### src/rtl/mips_pkg.sv
// Shared MIPS datapath definitions: multiply/divide opcodes, FSM states and iteration count.
package mips_pkg;

   typedef enum logic [1:0] {
      MD_MULT  = 2'b00,
      MD_MULTU = 2'b01,
      MD_DIV   = 2'b10,
      MD_DIVU  = 2'b11
   } md_op_e;

   typedef enum logic [1:0] {
      MD_IDLE = 2'b00,
      MD_CALC = 2'b01,
      MD_FIX  = 2'b10
   } md_state_e;

   localparam int MD_ITER = 32;

endpackage

### src/rtl/mul_div_core.sv
// One combinational iteration of the shift-add multiply or the restoring divide.
module mul_div_core #(
   parameter int W = 32
) (
   input  logic           is_div,
   input  logic [2*W-1:0] acc,
   input  logic [W-1:0]   opnd,
   output logic [2*W-1:0] acc_next
);

   logic [W:0] sum;
   logic [W:0] trial;

   // NOTE: every output of a combinational block gets a default first so no path infers a latch.
   always_comb begin
      sum      = {1'b0, acc[2*W-1:W]} + {1'b0, opnd};
      trial    = acc[2*W-1:W-1] - {1'b0, opnd};
      acc_next = acc;
      if (is_div) begin
         // trial uses the 33-bit shifted remainder; its MSB is the borrow
         if (!trial[W]) acc_next = {trial[W-1:0], acc[W-2:0], 1'b1};
         else           acc_next = {acc[2*W-2:0], 1'b0};
      end else if (acc[0]) begin
         acc_next = {sum, acc[W-1:1]};
      end else begin
         acc_next = {1'b0, acc[2*W-1:1]};
      end
   end

endmodule

### src/rtl/mul_div_unit.sv
// Multi-cycle MIPS multiply/divide unit: 32 iterations on magnitudes, signs fixed up at the end.
module mul_div_unit
   import mips_pkg::*;
#(
   parameter int WIDTH = 32
) (
   input  logic             CLK,
   input  logic             RST,
   input  logic [WIDTH-1:0] SrcA,
   input  logic [WIDTH-1:0] SrcB,
   input  logic [1:0]       MDOp,
   input  logic             Start,
   input  logic             HiWrite,
   input  logic             LoWrite,
   input  logic [WIDTH-1:0] WriteData,
   output logic             Busy,
   output logic             Done,
   output logic [WIDTH-1:0] Hi,
   output logic [WIDTH-1:0] Lo
);

   localparam int CW = $clog2(MD_ITER);
   localparam logic [CW-1:0] LAST = CW'(MD_ITER - 1);

   md_state_e          state_q, state_n;
   md_op_e             op_q;
   logic [CW-1:0]      cnt_q;
   logic [WIDTH-1:0]   opnd_q;
   logic [2*WIDTH-1:0] acc_q, acc_next;
   logic               neg_res_q, neg_rem_q, div_zero_q;
   logic [WIDTH-1:0]   hi_q, lo_q;
   logic               done_q;

   logic               is_signed, neg_a, neg_b, is_div_in, is_div;
   logic [WIDTH-1:0]   mag_a, mag_b;
   logic [2*WIDTH-1:0] prod;
   logic [WIDTH-1:0]   quo, rem, fix_hi, fix_lo;

   always_comb begin
      is_signed = ~MDOp[0];
      is_div_in = MDOp[1];
      neg_a     = is_signed & SrcA[WIDTH-1];
      neg_b     = is_signed & SrcB[WIDTH-1];
      mag_a     = neg_a ? -SrcA : SrcA;
      mag_b     = neg_b ? -SrcB : SrcB;
   end

   assign is_div = (op_q == MD_DIV) || (op_q == MD_DIVU);

   mul_div_core #(.W(WIDTH)) u_core (
      .is_div   (is_div),
      .acc      (acc_q),
      .opnd     (opnd_q),
      .acc_next (acc_next)
   );

   // Remainder magnitude is the raw dividend on divide-by-zero, so re-signing it restores SrcA.
   always_comb begin
      prod   = neg_res_q ? -acc_q : acc_q;
      quo    = div_zero_q ? '1 : (neg_res_q ? -acc_q[WIDTH-1:0] : acc_q[WIDTH-1:0]);
      rem    = neg_rem_q ? -acc_q[2*WIDTH-1:WIDTH] : acc_q[2*WIDTH-1:WIDTH];
      fix_hi = is_div ? rem : prod[2*WIDTH-1:WIDTH];
      fix_lo = is_div ? quo : prod[WIDTH-1:0];
   end

   always_comb begin
      state_n = state_q;
      unique case (state_q)
         MD_IDLE: if (Start) state_n = MD_CALC;
         MD_CALC: if (cnt_q == LAST) state_n = MD_FIX;
         MD_FIX:  state_n = MD_IDLE;
         default: state_n = MD_IDLE;
      endcase
   end

   // NOTE: sequential state uses non-blocking assignments so every register samples pre-edge values.
   always_ff @(posedge CLK or negedge RST) begin
      if (!RST) state_q <= MD_IDLE;
      else      state_q <= state_n;
   end

   always_ff @(posedge CLK or negedge RST) begin
      if (!RST) begin
         op_q       <= MD_MULT;
         cnt_q      <= '0;
         opnd_q     <= '0;
         acc_q      <= '0;
         neg_res_q  <= 1'b0;
         neg_rem_q  <= 1'b0;
         div_zero_q <= 1'b0;
         hi_q       <= '0;
         lo_q       <= '0;
         done_q     <= 1'b0;
      end else begin
         done_q <= (state_q == MD_FIX);
         unique case (state_q)
            MD_IDLE: begin
               if (HiWrite) hi_q <= WriteData;
               if (LoWrite) lo_q <= WriteData;
               if (Start) begin
                  op_q       <= md_op_e'(MDOp);
                  cnt_q      <= '0;
                  opnd_q     <= is_div_in ? mag_b : mag_a;
                  acc_q      <= {{WIDTH{1'b0}}, (is_div_in ? mag_a : mag_b)};
                  neg_res_q  <= neg_a ^ neg_b;
                  neg_rem_q  <= neg_a;
                  div_zero_q <= (SrcB == '0);
               end
            end
            MD_CALC: begin
               acc_q <= acc_next;
               cnt_q <= cnt_q + 1'b1;
            end
            MD_FIX: begin
               hi_q <= fix_hi;
               lo_q <= fix_lo;
            end
            default: ;
         endcase
      end
   end

   assign Busy = (state_q != MD_IDLE);
   assign Done = done_q;
   assign Hi   = hi_q;
   assign Lo   = lo_q;

endmodule

### config.mk
export PLATFORM = sky130hd
export DESIGN_NAME = mul_div_unit
export DESIGN_NICKNAME = d
export VERILOG_FILES = /design/src/rtl/mips_pkg.sv /design/src/rtl/mul_div_core.sv /design/src/rtl/mul_div_unit.sv
export SDC_FILE = /design/constraint.sdc
export NUM_CORES = 1
export LEC_CHECK = 0
export CORE_MARGIN = 3
export CORE_UTILIZATION = 63
export DETAILED_ROUTE_END_ITERATION = 8
export GPL_TIMING_DRIVEN = 0
export PLACE_DENSITY = 0.88
export SLEW_MARGIN = 20
export SYNTH_ARGS = -nofsm -noshare
export SYNTH_HDL_FRONTEND = slang
export SYNTH_SLANG_ARGS = --single-unit
export TNS_END_PERCENT = 10
### constraint.sdc
create_clock -name CLK -period 5.7 [get_ports CLK]
set_input_delay 1.14 -clock CLK [delete_from_list [all_inputs] [get_ports CLK]]
set_output_delay 1.14 -clock CLK [all_outputs]
set_load 0.03 [all_outputs]
==> results.cfg <==
[synthesis]
syn_inst = 1943
async_reset_ff_frac = 1.00
synthTopCellsByCount = nand2_1, o21ai_0, a21oi_1
synth_most_common_cell = nand2_1
ys_seq_area_frac = 0.285
synth_area_per_cell_um2 = 7.76
syn_area_um2 = 15100
ys_types = 73
yosysWarnings = 0
synth_area_leaders = dfrtp_1, o21ai_0, xnor2_1
yosysTopAreaCell = dfrtp_1
ys_ff_latch = 172
yosysTopAreaCellShare = 0.285
synth_edf_count = 0
syn_nets = 2118
synthFlopType = dfrtp_1

[worst_setup_path]
crit_top_cell = clkbuf_1
worst_r2r_startpoint = acc_q[0]
cp_slowest_cell = clkbuf_1
reg2regPathDepth = 12
startpoint = acc_q[0]
cp_cell_sequence = clkbuf_1, clkinv_1, clkbuf_1, ha_1, nor3b_1, nand4_1, o21ai_2, nand3_1, nor4_1, nor3_1, a21oi_1, o21ai_0
crit_family = simple AND/OR/NAND/NOR gates
critical_path_arrival_ns = 5.15
path_buf_inv = 3
reg2reg_setup_slack_ns = 0.86
crit_fanout = 10
critical_path.max_stage_delay_ns = 0.63
endpoint_kind = flip-flop
regToRegEndpoint = Hi[22]
critPathLaunchType = flip-flop
worstPathRequired_ns = 6.01
crit_type = reg -> reg

[placed_design]
pre_cts_slack_ns = 1.09
globalplace.congestion = 1.07
place_hpwl_um = 46600
placed_cell_area_um2 = 17200
io_buffers = 167

[power]
max-vdd-ir-drop_v = 0.000554
combPwrFrac = 0.708
swShare = 0.547
p_int_mw = 5.88
power.switching_mw = 7.10
pwr-share-seq = 0.201
power_density_nw_per_um2 = 730
p_leak_nw = 7.13
clock_power_share = 0.091
finalPower_mw = 13.0

[clock_network]
cts_root_buf = clkbuf_16
numCtsBuffers = 17
post_cts_buffers = 0
cts_hold_buf = 0
cts_tree = built
path_clk_slew_ns = 0.08
cts_resized = 0
clk_latency_ns = 0.45
clock-sinks = 172
htreeDepth = 4
clockBufferDepth = 2

[sta]
rsz0062_at_grt = no
max_freq_mhz = 206
period_minus_slack_ns = 4.84
fin_crit_sh = 0.850
maxSlewHeadroom = 0.360
fin_hold_ws_ns = 0.487
fin_ws_ns = 0.856
setup_viol = 0
worst_slew_pin_slew_ns = 0.956
finClkSkew_ns = 0.0126
slew_viol_final = 0
timing_hold_violations_final = 0

[worst_hold_path]
holdPathEnd = Lo[4]
whs_path_depth = 2
min_from = Lo[4]
min_path_type = reg -> reg

[flow_run]
drv_cap = 0

[global_routing]
use_met3 = 0.134
gr-total-overflow = 0
grt_util_met2 = 0.672
grt.total_usage = 0.453
grt_start_max_net_pins = 70
grt_pass1_vias = 16000
grt_use_met1 = 0.584
grt_pass1_wl_um = 91700
busiest_layer = met2
antenna_found_initial = 1

[finish]
diodes = 0
postLayoutCellArea_um2 = 17800
drive_gt1_frac = 0.0289
nets = 2306
area.growth.synth_to_final_pct = 17.9
fillCellCount = 1711
utilization = 0.771

[die]
num_rows = 55
die_w_um = 161
start_util = 0.654
dieArea_um2 = 25800
ioPinCount = 169
fp.coreArea_um2 = 23100
die_h_um = 161

[drt]
vias = 17200
wl_um = 60200
final_antenna_net_count = 0
drc = 0
via_per_inst = 7.01
wl_per_cell_um = 24.5
drt_first_pass_iters = 7
drt_iter0_drc = 2836

[status]
outcome = completed
cells in the final DEF (no fill, tap or decap), types with 7 or more instances in the layout:
master and count:
nand2_1 218, o21ai_0 187, a21oi_1 174, dfrtp_1 172, clkdlybuf4s50_1 166, nor2_1 144
clkbuf_1 113, xnor2_1 102, ha_1 70, xor2_1 67, inv_1 58, mux2i_1 47
o211ai_1 44, a211oi_1 44, o22ai_1 38, a31oi_1 35, nor3_1 34, nand3_1 29
o31ai_1 29, a21o_1 26, nand2b_1 22, nor2b_1 21, nand4_1 20, buf_1 19
or3_1 18, clkbuf_16 17, nor4_1 15, a22oi_1 15, and3_1 14, o41ai_1 14
o21a_1 14, or4_1 12, and2_1 12, a211o_1 9, a32o_1 9, o221ai_1 9
buf_2 7
final cells by class:
class | count | area [um^2] | share of cell area
Sequential cell | 172 | 4300 | 0.242
Clock inverter | 14 | 150 | 0.00845
Tap cell | 313 | 392 | 0.0220
Multi-Input combinational cell | 1571 | 10000 | 0.563
Buffer | 140 | 542 | 0.0305
Timing Repair Buffer | 169 | 1730 | 0.0974
Inverter | 60 | 225 | 0.0127
Clock buffer | 17 | 425 | 0.0239
stage by stage:
stage	instances	TNS, ns
after floorplan	1943	0
after global placement	2423	-592.99
after detailed placement	2425	0
after CTS	2456	0
after global routing	2456	0
final	2456	0
cells by family after synthesis:
group,after synthesis,share of synthesized area
muxes,49,0.0327
buffers and inverters,200,0.0509
DFF,172,0.285
AOI/OAI and AO/OA,694,0.289
and+or+nand+nor,587,0.184
xor gates and xnor gates,169,0.0982
adders and majority gates,72,0.0607
state kept, by name, summed over array words and instances, names as in the netlist:
register and cells:
acc_q 64, Hi 32, Lo 32, opnd_q 32, cnt_q 5, state_q 2, Done 1, div_zero_q 1
neg_rem_q 1, neg_res_q 1, op_q 1
worst max path at each step:
stage | cells after the start | to
global route | 11 | Hi[26]
floorplan | 9 | acc_q[29]
global placement | 1 | opnd_q[15]
finish | 12 | Hi[22]
detailed placement | 11 | opnd_q[28]
CTS | 12 | Hi[22]
routing by layer:
layer	vias up	routed length [um]
met5	-	0
met4	0	4740
met3	346	8500
met2	1443	25200
met1	7969	21800
li1	7467	-
worst min-delay path, cell delays in order (launching register included):
cell,delay [ns]
dfrtp_1,0.35
nand2_1,0.04
o21ai_0,0.06
power by group through the flow:
stage	clock network (mW)	logic, mW	registers [mW]
CTS	1.16	8.82	2.53
detailed placement	0	8.71	2.55
global placement	0	8.46	2.52
global route	1.21	9.79	2.63
floorplan	0	5.83	2.70
finish	1.18	9.20	2.61
(Power assumes the default switching activity.)
